File: config.mk
export PLATFORM = sky130hd
export DESIGN_NAME = vec_serializer
export DESIGN_NICKNAME = d
export VERILOG_FILES = /design/src/rtl/rnn_fixed_pkg.sv /design/src/rtl/vec_holdbuf.sv /design/src/rtl/vec_serializer.sv
export SDC_FILE = /design/constraint.sdc
export NUM_CORES = 1
export LEC_CHECK = 0
export BUFFER_PORTS_ARGS = -buffer_cell sky130_fd_sc_hd__buf_4
export CORE_MARGIN = 3
export CORE_UTILIZATION = 58
export DETAILED_ROUTE_END_ITERATION = 8
export GPL_TIMING_DRIVEN = 0
export PLACE_DENSITY = 0.91
export SETUP_SLACK_MARGIN = 0.15
export SLEW_MARGIN = 20
export SYNTH_ARGS = -nofsm -noshare
export SYNTH_HDL_FRONTEND = slang
export SYNTH_SLANG_ARGS = --single-unit
File: constraint.sdc
create_clock -name clock -period 2 [get_ports clock]
set_clock_uncertainty 0.2 [all_clocks]
set_input_delay 0.2 -clock clock [delete_from_list [all_inputs] [get_ports clock]]
set_output_delay 0.2 -clock clock [all_outputs]
set_load 0.03 [all_outputs]
File: src/rtl/rnn_fixed_pkg.sv
// Shared fixed-point definitions for the RNN datapath: Q(QN).(QM) element format,
// serializer state encoding and the packed-vector element extractor.
package rnn_fixed_pkg;

    localparam int QN       = 6;
    localparam int QM       = 11;
    localparam int BITWIDTH = QN + QM + 1;
    localparam int MAX_NCOL = 64;

    typedef enum logic [1:0] {
        IDLE   = 2'd0,
        STREAM = 2'd1,
        WAIT   = 2'd2
    } ser_state_t;

    // Callers zero-extend narrower vectors to MAX_NCOL elements before calling.
    function automatic logic signed [BITWIDTH-1:0] elem_at(
        input logic [BITWIDTH*MAX_NCOL-1:0] vec,
        input int unsigned                  k
    );
        return $signed(vec[k*BITWIDTH +: BITWIDTH]);
    endfunction

endpackage

File: src/rtl/vec_holdbuf.sv
// One-entry vector holding register: load captures din and marks it valid,
// consume releases the entry. Load wins if both are raised together.
module vec_holdbuf #(
    parameter int W = 288
) (
    input  logic         clock,
    input  logic         reset,
    input  logic         load,
    input  logic [W-1:0] din,
    input  logic         consume,
    output logic         valid,
    output logic [W-1:0] dout
);

    always_ff @(posedge clock) begin
        if (!reset) begin
            valid <= 1'b0;
            dout  <= '0;
        end else if (load) begin
            valid <= 1'b1;
            dout  <= din;
        end else if (consume) begin
            valid <= 1'b0;
        end
    end

endmodule

File: src/rtl/vec_serializer.sv
// Streams one packed layer vector per handshake to dot_prod, one element per cycle
// with its weight column address, then waits for dataReady before the next stream.
module vec_serializer
    import rnn_fixed_pkg::*;
#(
    parameter int NCOL           = 16,
    parameter int ADDR_BITWIDTH  = 4,
    parameter int LAYER_BITWIDTH = BITWIDTH * NCOL
) (
    input  logic                       clock,
    input  logic                       reset,
    input  logic [LAYER_BITWIDTH-1:0]  vecIn,
    input  logic                       vecValid,
    output logic                       vecReady,
    input  logic                       hold,
    input  logic                       dotDone,
    output logic signed [BITWIDTH-1:0] elemOut,
    output logic                       elemValid,
    output logic [ADDR_BITWIDTH-1:0]   colAddress,
    output logic                       lastElem,
    output logic                       protoErr
);

    localparam logic [ADDR_BITWIDTH-1:0] LAST_IDX = ADDR_BITWIDTH'(NCOL - 1);

    ser_state_t                   state, state_nxt;
    logic [ADDR_BITWIDTH-1:0]     idx;
    logic [LAYER_BITWIDTH-1:0]    cur;
    logic [LAYER_BITWIDTH-1:0]    pend;
    logic [BITWIDTH*MAX_NCOL-1:0] cur_wide;
    logic                         pend_v;
    logic                         accept;
    logic                         issue_last;
    logic                         dot_exit;
    logic                         take_new;
    logic                         pend_load;
    logic                         pend_consume;

    assign accept       = vecValid & vecReady;
    assign issue_last   = elemValid & (idx == LAST_IDX);
    assign dot_exit     = (state == WAIT) & dotDone;
    assign pend_consume = dot_exit & pend_v;
    // A vector arriving as WAIT exits with nothing pending skips pend and goes straight to cur.
    assign take_new     = accept & ((state == IDLE) | (dot_exit & ~pend_v));
    assign pend_load    = accept & ~take_new;

    vec_holdbuf #(
        .W(LAYER_BITWIDTH)
    ) u_pend (
        .clock   (clock),
        .reset   (reset),
        .load    (pend_load),
        .din     (vecIn),
        .consume (pend_consume),
        .valid   (pend_v),
        .dout    (pend)
    );

    always_ff @(posedge clock) begin
        if (!reset) begin
            state <= IDLE;
        end else begin
            state <= state_nxt;
        end
    end

    always_comb begin
        state_nxt = state;
        unique case (state)
            IDLE:    if (accept) state_nxt = STREAM;
            STREAM:  if (issue_last) state_nxt = WAIT;
            WAIT:    if (dotDone) state_nxt = (pend_v | accept) ? STREAM : IDLE;
            default: state_nxt = IDLE;
        endcase
    end

    always_comb begin
        vecReady   = 1'b0;
        elemValid  = 1'b0;
        lastElem   = 1'b0;
        colAddress = '0;
        elemOut    = '0;
        cur_wide   = '0;
        cur_wide[LAYER_BITWIDTH-1:0] = cur;
        if (reset) begin
            vecReady   = (state == IDLE) | ~pend_v;
            elemValid  = (state == STREAM) & ~hold;
            lastElem   = elemValid & (idx == LAST_IDX);
            colAddress = idx;
            elemOut    = elem_at(cur_wide, 32'(idx));
        end
    end

    always_ff @(posedge clock) begin
        if (!reset) begin
            cur      <= '0;
            idx      <= '0;
            protoErr <= 1'b0;
        end else begin
            if (take_new) begin
                cur <= vecIn;
                idx <= '0;
            end else if (pend_consume) begin
                cur <= pend;
                idx <= '0;
            end else if (elemValid) begin
                idx <= issue_last ? '0 : idx + 1'b1;
            end
            if (dotDone && (state != WAIT)) begin
                protoErr <= 1'b1;
            end
        end
    end

endmodule

==> impl_metrics.toml, run 1 <==
[status]
outcome = "did not finish"
stop_stage = "5_1_grt"
stop_error = "[ERROR GRT-0232] Routing congestion too high. Check the congestion heatmap in the GUI."

[synth]
syn-cell-area_mm2 = 0.0246
synth.top_cell.area_share = 0.476
synthCells = 3210
yosysTopAreaCell = "dfxtp_1"
synth_area_leaders = "dfxtp_1, nand2_1, a31oi_1"
synth-seq-cells = 584
yosysSeqAreaShare = 0.476
avgSynthCellArea_um2 = 7.65
synthDistinctLibCells = 38
syn_nets = 3504
ys_warn_count = 0

[floorplanning]
rows = 74
die_w_um = 212
fp.dieH_um = 212
io_pins = 319
initial_core_util = 0.595

[clock_network]
cts_root_buf = "clkbuf_16"
htreeDepth = 2
cts_buffers = 56
cts_buffer_depth = 3
clock-sinks = 584

[grt]
overflow = 638
grt_max_degree = 15
grtUsageTotal = 0.844

[placed_design]
dp_hpwl_mm = 63.5
io_buffers = 318
gp_congestion = 1.05

[sta]
endpoint_type = "primary output"
grt-worst-endpoint = "elemOut[2]"
-- cell usage after synthesis --
cell	count
a31oi_1	288
o2111ai_4	1
a22oi_1	68
a311oi_1	1
nor2_1	8
nor2b_1	6
inv_1	3
inv_2	2
o2111ai_2	1
nand2b_1	2
xnor2_1	2
ha_1	1
buf_4	4
and2_1	5
nand2_1	1173
buf_2	140
a2111oi_0	1
a21oi_1	292
nor3_4	1
mux4_2	2
o311ai_0	1
o21a_1	1
nand3_1	20
o2111a_1	1
o21ai_0	276
mux2_2	1
buf_1	10
nand4_1	1
xor2_1	1
o21ai_1	31
nor3_1	2
dfxtp_1	584
clkbuf_1	132
mux2i_1	140
a221oi_1	1
and4_1	1
clkbuf_2	5
nor4bb_1	1
-- cell families after synthesis --
family,after synthesis,share of synthesized area
muxes,143,0.0593
and+or+nand+nor,1220,0.190
adders and majority gates,1,0.000509
buffers and inverters,296,0.0532
xor gates and xnor gates,3,0.00107
DFF,584,0.476
AOI/OAI and AO/OA,963,0.220
-- stage by stage --
stage	utilization	TNS (ps)	instance area [um^2]	setup slack [ps]	instances
floorplan	-	0	24700	132	3210
global placement	0.673	-176720	27800	-456	4060
CTS	0.834	-12700	34500	-677	4493
detailed placement	0.673	-192000	27800	-508	4060
-- timing repair --
item	in CTS
endpoints found under the setup margin	605
pin swaps	34
hold endpoints to repair	581
gates cloned	8
resized for setup	503
setup buffers	35
hold buffers	292
-- layer usage --
layer  global-route usage  overflow
met1                0.809        16
met2                0.968       343
met3                0.763        32
met4                0.883       243
met5                0.454         4
==> run 2: changes to the inputs <==
- CORE_UTILIZATION: 58 -> 40
- PLACE_DENSITY: 0.91 -> not set
- PLACE_DENSITY_LB_ADDON: not set -> 0.15
- SETUP_SLACK_MARGIN: 0.15 -> not set
==> run 2 against run 1 <==
- the flow now finishes, with violations (setup timing)
- area after synthesis is the same
- synthesized cell count is the same
==> impl_metrics.toml, run 2 <==
[status]
outcome = "finished, violations left"
failed_checks = "setup timing"

[grt]
grtUsageTotal = 0.296
grt_pass1_vias = 24500
grt_max_degree = 20
overflow = 0
grt_antenna_before_repair = 2
grt_pass1_wl_mm = 146

[clock_network]
cts.clk_slew.worst_paths_ps = 60
cts_buffers = 66
clock-sinks = 584
cts_buffer_depth = 3
cts_tree = "built"
htreeDepth = 3
cts_root_buf = "clkbuf_16"
clock_latency_ps = 600

[synth]
synth_common_cells = "nand2_1, dfxtp_1, a21oi_1, a31oi_1, o21ai_0"
async_reset_ff_frac = 0
synth-seq-cells = 584
syn_nets = 3504
syn-cell-area_mm2 = 0.0246
yosys.cell_count.top_type = "nand2_1"
synthCells = 3210
synth_area_leaders = "dfxtp_1, nand2_1, a31oi_1"
yosysTopAreaCell = "dfxtp_1"
synth_edf_count = 0
synth.top_cell.area_share = 0.476
yosysSeqAreaShare = 0.476
ys_warn_count = 0
synthDistinctLibCells = 38
synth-main-ff-cell = "dfxtp_1"
avgSynthCellArea_um2 = 7.65

[sta]
rsz0062_at_grt = "yes"
worst_slack_ps = -757
worstMarginPinSlew_ps = 1160
min_period_ps = 2760
holdWs_ps = 197
post-route-period-util = 1.38
fmax_mhz = 363
hold_viol_final = 0
relSlewSlack = 0.227
setup_viol = 158
slew_viol_final = 0

[routing]
postRouteWirelength_mm = 101
drt_first_iter_violations = 2495
num_vias = 26100
drc = 0
postRouteAntennaNets = 0
dr.pass1.iters = 6
drt-vias-per-instance = 5.47
wl_per_cell_um = 21.2

[floorplanning]
die_area_mm2 = 0.0644
initial_core_util = 0.405
core_area_mm2 = 0.0606
io_pins = 319
fp.dieH_um = 254
rows = 90
die_w_um = 254

[cells_and_area]
regArea_mm2 = 0.0117
multiInputGateArea_mm2 = 0.0127
area_growth_pct = 47.1
layout.nets = 4230
layout_common_cells = "nand2_1, dfxtp_1, buf_4"
layout_commonest_cell = "nand2_1"
top_regs = "cur (288), u_pend.dout (288), idx (4)"
fillers = 5388
drive_gt1_frac = 0.223
utilization = 0.596

[pwr]
p_leak_nw = 12.9
internal_power_mw = 20.8
clockPowerShare = 0.423
p_sw_frac = 0.256
irDropWorstVdd_mv = 0.561
power_density_mw_per_mm2 = 774
combPwrFrac = 0.127
power_mw = 28.0
p_seq_frac = 0.450
p_sw_mw = 7.17

[placed_design]
dp_hpwl_mm = 69.6
place_ws_ps = -653
gp_congestion = 0.938
io_buffers = 318

[setup_path]
rrSetupSlack_ps = -100
cp.required_ps = 1600
worstSetupPathType = "flop to output pin"
critPathArrivalTime_ps = 2360
startpoint_type = "flop"
cp_max_fo = 10
endpoint_kind = "output pin"

[run]
drv_cap = 0

[worst_hold_path]
hp-class = "input port to flop"
[run 2: worst paths after layout]
path                          from                to  depth (start not counted)
setup / recovery            idx[0]       elemOut[13]                          8
hold / removal           vecIn[79]   u_pend.dout[79]                          4
setup reg to reg          state[1]  u_pend.dout[254]                         10
hold reg to reg   u_pend.dout[103]  u_pend.dout[103]                          2
[run 2: layout make-up]
cell class / instances / area share
repair buffers: 666 / 0.172
well taps: 782 / 0.0271
plain buffers: 283 / 0.0669
multi-input cells: 2330 / 0.351
clock buffers: 103 / 0.0558
flip-flops and latches: 584 / 0.324
clock inverters: 9 / 0.00149
diodes: 1 / 0.0000693
inverters: 5 / 0.000831
[run 2: timing repair]
action,4_1_cts,5_1_grt
pin swaps,26,41
endpoints found under the hold margin,580,0
setup buffers,18,16
gates resized for setup,362,409
endpoints found under the setup margin,601,566
cloned,1,19
hold buffers,292,0
[run 2: kinds of logic (layout without fill, tap and decap cells)]
kind of cell    after synthesis  count (layout)  share of synthesized area
simple gates               1220            1220                      0.190
compound gates              963             963                      0.220
flops                       584             584                      0.476
buf+inv                     296            1066                     0.0532
mux                         143             143                     0.0593
xor+xnor                      3               3                    0.00107
fa+ha+maj                     1               1                   0.000509
other cells                   0               1                          0
[run 2: worst max-delay path, cell delays in order (launching register included)]
cell	delay [ps]
dfxtp_4	370
buf_8	140
buf_12	140
buf_6	200
mux2i_1	150
a22oi_2	220
nand2_1	120
o21ai_2	240
buf_6	170
[run 2: power by group through the flow]
stage                     Combinational, mW  Clock [mW]  Sequential (mW)
final                                  3.54        11.8             12.6
after global routing                   3.79        12.4             12.6
after CTS                              3.21        12.0             12.6
after detailed placement               2.56           0             12.8
after global placement                 2.56           0             12.8
after floorplan                        1.34           0             12.6
[run 2: metrics by stage]
stage               instance area, um^2  setup TNS, ps  cells
floorplan                         24600              0   3210
global placement                  28000        -228860   4310
detailed placement                28000        -226050   4312
CTS                               34400         -13870   4727
global route                      36100         -28990   4762
finish                            36100         -16850   4763
[run 2: per-layer routing]
metal,vias up,track usage,wire (um)
met5,-,0,13
met4,2,0.137,4710
met3,223,0.0458,7230
met2,1063,0.485,47500
met1,12300,0.384,41400
li1,12500,-,-
No activity file was read; power rests on OpenSTA's default activity.
